**src/rtl/lsu_pkg.sv**
```systemverilog
// lsu_pkg: shared encodings for the load/store unit.
//   - RV64 funct3 values for loads and stores
//   - format codes driven towards data memory
//   - response error codes
//   - FSM state type and small decode helpers
package lsu_pkg;

  // Load funct3 encodings
  localparam logic [2:0] F3_LB  = 3'b000;
  localparam logic [2:0] F3_LH  = 3'b001;
  localparam logic [2:0] F3_LW  = 3'b010;
  localparam logic [2:0] F3_LD  = 3'b011;
  localparam logic [2:0] F3_LBU = 3'b100;
  localparam logic [2:0] F3_LHU = 3'b101;
  localparam logic [2:0] F3_LWU = 3'b110;

  // Store funct3 encodings (funct3[2] must be 0)
  localparam logic [2:0] F3_SB  = 3'b000;
  localparam logic [2:0] F3_SH  = 3'b001;
  localparam logic [2:0] F3_SW  = 3'b010;
  localparam logic [2:0] F3_SD  = 3'b011;

  // Format codes understood by data memory
  localparam logic [2:0] LOAD_FMT_BYTE   = 3'b000;
  localparam logic [2:0] LOAD_FMT_HALF   = 3'b001;
  localparam logic [2:0] LOAD_FMT_WORD   = 3'b010;
  localparam logic [2:0] LOAD_FMT_DOUBLE = 3'b101;

  localparam logic [1:0] STORE_FMT_BYTE   = 2'b00;
  localparam logic [1:0] STORE_FMT_HALF   = 2'b01;
  localparam logic [1:0] STORE_FMT_WORD   = 2'b10;
  localparam logic [1:0] STORE_FMT_DOUBLE = 2'b11;

  // Response error codes
  localparam logic [1:0] ERR_OK         = 2'b00;
  localparam logic [1:0] ERR_MISALIGNED = 2'b01;
  localparam logic [1:0] ERR_FAULT      = 2'b10;
  localparam logic [1:0] ERR_ILLEGAL    = 2'b11;

  typedef enum logic [1:0] {
    IDLE   = 2'b00,
    ACCESS = 2'b01,
    RESP   = 2'b10
  } lsu_state_e;

  // Size field (funct3[1:0]) -> memory load format code
  function automatic logic [2:0] load_fmt(input logic [1:0] sz);
    case (sz)
      2'b00:   return LOAD_FMT_BYTE;
      2'b01:   return LOAD_FMT_HALF;
      2'b10:   return LOAD_FMT_WORD;
      default: return LOAD_FMT_DOUBLE;
    endcase
  endfunction

  // Size field -> mask of address bits that must be zero for a naturally aligned access
  function automatic logic [2:0] align_mask(input logic [1:0] sz);
    case (sz)
      2'b00:   return 3'b000;
      2'b01:   return 3'b001;
      2'b10:   return 3'b011;
      default: return 3'b111;
    endcase
  endfunction

endpackage

```
**src/rtl/load_extend.sv**
```systemverilog
// load_extend: combinational sign/zero extension of raw load data.
// Ports:
//   funct3_i    - load funct3; [1:0] selects size, [2] selects zero-extension
//   mem_rdata_i - raw data from memory, valid bytes in the LSBs
//   rdata_o     - 64-bit extended result
module load_extend
  import lsu_pkg::*;
(
  input  logic [2:0]  funct3_i,
  input  logic [63:0] mem_rdata_i,
  output logic [63:0] rdata_o
);

  logic zext;
  assign zext = funct3_i[2];

  always_comb begin
    rdata_o = mem_rdata_i;
    unique case (funct3_i[1:0])
      2'b00: rdata_o = zext ? {56'd0, mem_rdata_i[7:0]}
                            : {{56{mem_rdata_i[7]}}, mem_rdata_i[7:0]};
      2'b01: rdata_o = zext ? {48'd0, mem_rdata_i[15:0]}
                            : {{48{mem_rdata_i[15]}}, mem_rdata_i[15:0]};
      2'b10: rdata_o = zext ? {32'd0, mem_rdata_i[31:0]}
                            : {{32{mem_rdata_i[31]}}, mem_rdata_i[31:0]};
      2'b11: rdata_o = mem_rdata_i;
    endcase
  end

endmodule

```
**src/rtl/load_store_unit.sv**
```systemverilog
// load_store_unit: initiator side of the byte-addressed data-memory port.
// Accepts one load/store per request handshake, checks it (illegal funct3,
// misalignment, out-of-range), drives the memory for exactly one ACCESS cycle,
// and returns an extended load value or error code on the response handshake.
// Ports:
//   clk, rst_n                    - clock, asynchronous active-low reset
//   req_valid/req_ready           - request handshake (ready only in IDLE)
//   req_we, req_funct3            - store select and RV64 funct3
//   req_addr, req_wdata           - byte address and store data
//   rsp_valid/rsp_ready           - response handshake, held until accepted
//   rsp_rdata, rsp_err            - extended load data and error code
//   mem_addr, mem_wdata           - memory address and store data
//   mem_rdata                     - combinational memory read data
//   mem_write_en, mem_read_en     - one-cycle strobes
//   load_format, store_format     - access size codes for memory
module load_store_unit
  import lsu_pkg::*;
#(
  parameter int unsigned MEM_BYTES   = 4096,
  parameter bit          CHECK_ALIGN = 1'b1
) (
  input  logic        clk,
  input  logic        rst_n,
  input  logic        req_valid,
  output logic        req_ready,
  input  logic        req_we,
  input  logic [2:0]  req_funct3,
  input  logic [63:0] req_addr,
  input  logic [63:0] req_wdata,
  output logic        rsp_valid,
  input  logic        rsp_ready,
  output logic [63:0] rsp_rdata,
  output logic [1:0]  rsp_err,
  output logic [63:0] mem_addr,
  output logic [63:0] mem_wdata,
  input  logic [63:0] mem_rdata,
  output logic        mem_write_en,
  output logic        mem_read_en,
  output logic [2:0]  load_format,
  output logic [1:0]  store_format
);

  lsu_state_e  state_q, state_d;
  logic        we_q;
  logic [2:0]  funct3_q;
  logic [63:0] addr_q;
  logic [63:0] wdata_q;
  logic [63:0] rsp_rdata_q;
  logic [1:0]  rsp_err_q;

  // ---------------- request checks (on the live request, used at accept) ----
  logic [3:0]  req_size;
  logic [64:0] req_end;
  logic        req_illegal;
  logic        req_misaligned;
  logic        req_fault;
  logic [1:0]  req_err;
  logic        accept;

  assign req_size = 4'd1 << req_funct3[1:0];
  // One extra bit so an address near 2^64 cannot wrap back into range.
  assign req_end  = {1'b0, req_addr} + {61'd0, req_size};

  assign req_illegal    = req_we ? req_funct3[2] : (req_funct3 == 3'b111);
  assign req_misaligned = CHECK_ALIGN && ((req_addr[2:0] & align_mask(req_funct3[1:0])) != 3'b000);
  assign req_fault      = req_end > 65'(MEM_BYTES);

  always_comb begin
    req_err = ERR_OK;
    if (req_illegal)         req_err = ERR_ILLEGAL;
    else if (req_misaligned) req_err = ERR_MISALIGNED;
    else if (req_fault)      req_err = ERR_FAULT;
  end

  assign accept = (state_q == IDLE) && req_valid;

  // ---------------- load extension ----------------
  logic [63:0] ext_rdata;

  load_extend u_load_extend (
    .funct3_i    (funct3_q),
    .mem_rdata_i (mem_rdata),
    .rdata_o     (ext_rdata)
  );

  // ---------------- FSM: state register ----------------
  always_ff @(posedge clk or negedge rst_n) begin
    if (!rst_n) state_q <= IDLE;
    else        state_q <= state_d;
  end

  // ---------------- FSM: next state ----------------
  always_comb begin
    state_d = state_q;
    unique case (state_q)
      IDLE:    if (req_valid) state_d = (req_err == ERR_OK) ? ACCESS : RESP;
      ACCESS:  state_d = RESP;
      RESP:    if (rsp_ready) state_d = IDLE;
      default: state_d = IDLE;
    endcase
  end

  // ---------------- datapath registers ----------------
  always_ff @(posedge clk or negedge rst_n) begin
    if (!rst_n) begin
      we_q        <= 1'b0;
      funct3_q    <= 3'b000;
      addr_q      <= 64'd0;
      wdata_q     <= 64'd0;
      rsp_rdata_q <= 64'd0;
      rsp_err_q   <= ERR_OK;
    end else begin
      if (accept) begin
        we_q        <= req_we;
        funct3_q    <= req_funct3;
        addr_q      <= req_addr;
        wdata_q     <= req_wdata;
        rsp_rdata_q <= 64'd0;
        rsp_err_q   <= req_err;
      end else if (state_q == ACCESS) begin
        // Memory read is combinational, so the extended value is ready by this edge.
        rsp_rdata_q <= we_q ? 64'd0 : ext_rdata;
      end else if (state_q == RESP && rsp_ready) begin
        rsp_rdata_q <= 64'd0;
        rsp_err_q   <= ERR_OK;
      end
    end
  end

  // ---------------- FSM: outputs ----------------
  // Memory-side outputs depend only on state_q; since reset clears state_q
  // asynchronously, asserting rst_n during ACCESS drops the strobes at once.
  always_comb begin
    req_ready    = (state_q == IDLE);
    rsp_valid    = (state_q == RESP);
    rsp_rdata    = rsp_rdata_q;
    rsp_err      = rsp_err_q;
    mem_addr     = 64'd0;
    mem_wdata    = 64'd0;
    mem_write_en = 1'b0;
    mem_read_en  = 1'b0;
    load_format  = 3'b000;
    store_format = 2'b00;
    if (state_q == ACCESS) begin
      mem_addr     = addr_q;
      mem_wdata    = wdata_q;
      mem_write_en = we_q;
      mem_read_en  = !we_q;
      load_format  = load_fmt(funct3_q[1:0]);
      store_format = funct3_q[1:0];
    end
  end

endmodule

```
**config.mk**
```make
export PLATFORM = sky130hd
export DESIGN_NAME = load_store_unit
export DESIGN_NICKNAME = d
export VERILOG_FILES = /design/src/rtl/lsu_pkg.sv /design/src/rtl/load_extend.sv /design/src/rtl/load_store_unit.sv
export SDC_FILE = /design/constraint.sdc
export NUM_CORES = 1
export LEC_CHECK = 0
export CAP_MARGIN = 20
export CORE_AREA = 5 5 163 244
export DETAILED_ROUTE_END_ITERATION = 7
export DIE_AREA = 0 0 168 249
export DONT_BUFFER_PORTS = 1
export HOLD_SLACK_MARGIN = 0.06
export PLACE_DENSITY = 0.41
export SYNTH_ARGS = -nofsm -noshare
export SYNTH_HDL_FRONTEND = slang
export SYNTH_HIERARCHICAL = 1
export SYNTH_SLANG_ARGS = --single-unit
```
**constraint.sdc**
```tcl
create_clock -name clk -period 2.4 [get_ports clk]
set_input_delay 0.48 -clock clk [delete_from_list [all_inputs] [get_ports clk]]
set_output_delay 0.48 -clock clk [all_outputs]
set_load 0.01 [all_outputs]
```
==> out/qor.yml <==
synth:
  synth_top_area_share: 0.453
  syn_avg_cell_area_sq_um: 10.5
  syn-cell-area_sq_um: 11000
  yosysTopAreaCell: "dfrtp_1"
  synth_edf_count: 0
  synth_flop_cell: "dfrtp_1"
  synth_common_cells: "200 x dfrtp_1, 136 x and2_1, 135 x mux2_2"
  synth.most_common_cell: "dfrtp_1"
  yosysSeqAreaShare: 0.453
  yosysWarnings: 6
  synth_area_leaders: "dfrtp_1 45%, mux2_2 14%, and2_1 7.7%"
  netlist_instances: 1055
  synth_cell_types: 74
  synth.ff_latch_count: 200
  synthArstFlopShare: 1.00
  syn-num-nets: 1260
global_route:
  grt_pass1_vias: 9073
  grtUsageMet2: 0.333
  grt-ovfl-total: 0
  grt_pass1_wl_um: 58600
  busiest_layer: "met2"
  grt_max_degree: 201
  grtUsageTotal: 0.181
  antenna_found_initial: 2
  met1_usage: 0.198
  grt_use_met3: 0.0548
hold_path:
  min_path_type: "in2async"
power_and_ir_drop:
  sequentialPowerShare: 0.481
  power_density_nw_per_um2: 679
  total_power_w: 0.00891
  p_sw_w: 0.00263
  p_leak_nw: 5.34
  ir_drop_v: 0.000342
  power_frac_clock: 0.327
  combPwrFrac: 0.192
  sw_frac_of_total: 0.295
  internal_power_w: 0.00628
worst_setup_path:
  worstSetupEndpoint: "rsp_err[1]"
  cp_cell_sequence: "nor2_4, ha_4, fa_2, nand3_4, nand2_4, buf_12, nand4_1, buf_6, buf_4, nor2_1, a31oi_1, a31oi_1, or3b_4, nor4_4, o21ai_1"
  worstRegToRegCells: 4
  reg2reg_slack_ns: 0.54
  cp_slowest_stage_delay_ns: 0.44
  worstReg2RegStart: "state_q[1]"
  crit_cells: 15
  startpoint_type: "input port"
  path_max_fanout: 7
  cp_common_cell: "a31oi_1"
  endpoint_kind: "flop"
  critPathRequiredTime_ns: 2.73
  cp-startpoint: "req_funct3[0]"
  worst-setup-path-type: "in2reg"
  arrival_ns: 3.01
  regToRegEndpoint: "wdata_q[2]"
  cp_num_buf_inv: 3
  cpMaxStageDelayCell: "or3b_4"
  critPathTopFamily: "simple AND/OR/NAND/NOR gates"
placement:
  pre_cts_ws_ns: -0.968
  dp_hpwl_um: 28800
  dpl_cell_area_sq_um: 12300
  gp_congestion: 0.843
  portBuffers: 0
sta:
  hold_viol_final: 200
  tightest_slew_ns: 0.591
  slew_violations: 0
  fin_tns_setup_ns: -0.802
  holdWs_ns: -0.294
  rsz0062_at_grt: "true"
  skew_ns: 0.0138
  layout_min_cycle_time_ns: 2.68
  fin_ws_ns: -0.277
  setup_viol: 3
  max-slew-margin-rel: 0.606
  fmax_ghz: 0.373
  period_share: 1.12
drt:
  num_vias: 8685
  drc_errors: 0
  drtIter0Drc: 585
  route.antenna.remaining_nets: 0
  routed_wl_um: 38900
  first_pass_iters: 5
  drt-wirelength-per-cell_um: 24.3
  viasPerCell: 5.43
final_layout:
  final_area_sq_um: 13100
  drive_gt1_frac: 0.306
  syn2layout_area_growth_pct: 18.8
  regArea_sq_um: 5010
  num-fill-cells: 3779
  multi_input_area_sq_um: 5940
  layout.nets: 1301
clock_network:
  cts.clk_slew.worst_paths_ns: 0.09
  tritoncts: "built"
  cts_sinks: 200
  root_buffer: "clkbuf_16"
  clockBufferDepth: 2
  cts_made_buffers: 17
  worstSkewPairLatency_ns: 0.46
  cts-htree-levels: 4
floorplanning:
  io_pins: 403
  die-width_um: 168
  die_y_um: 249
  dieArea_sq_um: 41800
  start_util: 0.296
  num_rows: 87
  coreArea_sq_um: 37300
outcome:
  status: "finished with violations"
  violations: "negative hold slack, negative setup slack"
run:
  maxCapViolCount: 0
## worst register-to-register path: cells and delay by family (launching register included)
kind                   cells  cell delay [ns]
AND/OR/NAND/NOR            2             0.36
multiplexers               1             0.51
flip-flops                 1             0.49
buffers and inverters      1             0.39
## flip-flops by register name, indices dropped and copies added (netlist names)
| signal | flops |
|---|---|
| rsp_err | 2 |
| wdata_q | 64 |
| addr_q | 64 |
| funct3_q | 3 |
| state_q | 2 |
| rsp_rdata | 64 |
| we_q | 1 |
## power by group through the flow
stage	combinational (W)	clock [W]	sequential, W
2_1_floorplan	0.00137	0	0.00419
3_3_place_gp	0.00167	0	0.00434
3_5_place_dp	0.00168	0	0.00437
4_1_cts	0.00170	0.00305	0.00430
5_1_grt	0.00188	0.00317	0.00438
6_report	0.00171	0.00291	0.00429
## layer usage
layer | up-vias | share of wire
met1 | 4413 | 0.36
met4 | 2 | 0.019
met5 | - | 0.00051
met3 | 37 | 0.073
met2 | 300 | 0.54
li1 | 3933 | -
## repair_timing
item / 4_1_cts / 5_1_grt
setup buffers: 6 / 2
hold endpoints to repair: 200 / 200
gates resized for setup: 8 / 22
setup endpoints to repair: 124 / 3
pin swaps: 7 / 11
## layout make-up
class | count | share of cell area
inverter | 8 | 0.00229
timing repair buffer | 110 | 0.0730
multi-input combinational | 759 | 0.453
tap | 489 | 0.0466
antenna | 1 | 0.000191
sequential | 200 | 0.381
clock buffer | 18 | 0.0335
clock inverter | 13 | 0.0100
## cell families after synthesis
| kind of cell | Yosys count | synth area share |
|---|---|---|
| mux | 141 | 0.144 |
| fa+ha+maj | 5 | 0.00634 |
| xor+xnor | 13 | 0.0103 |
| flops | 200 | 0.453 |
| buf+inv | 96 | 0.0389 |
| compound gates | 210 | 0.138 |
| simple gates | 390 | 0.209 |
## cells in the final DEF, fill, tap and decap left out, drive strengths merged, types with 3 or more instances in the layout
cell and instances:
a2111oi 3, a211oi 4, a21o 5, a21oi 17, a22o 64, a31oi 8
and2 136, and3 11, and4 3, buf 110, clkbuf 18, clkinv 4
dfrtp 200, ha 4, inv 16, mux2 136, mux2i 5, nand2 57
nand3 62, nand4 22, nor2 25, nor2b 8, nor3 19, nor4 16
o211ai 32, o21a 5, o21ai 41, o22ai 6, o31a 3, o31ai 4
or2 6, or3 6, or4 7, xnor2 6, xor2 7
## worst min-delay path by stage
stage                      from             to  slack, ns  cells past startpoint
after CTS                 rst_n  rsp_rdata[25]      -0.33                      0
final                     rst_n  rsp_rdata[25]      -0.29                      0
after detailed placement  rst_n  rsp_rdata[25]       0.19                      0
after floorplan           rst_n      addr_q[0]       0.18                      0
after global routing      rst_n  rsp_rdata[25]      -0.32                      0
after global placement    rst_n  rsp_rdata[26]       0.19                      0
## stage by stage
step	std cells	util	hold WS, ns
floorplan	1055	-	0.184
global placement	1558	0.329	0.190
detailed placement	1558	0.329	0.189
CTS	1595	0.347	-0.328
global route	1598	0.351	-0.322
finish	1598	0.351	-0.294
No activity file was read; power rests on OpenSTA's default activity.
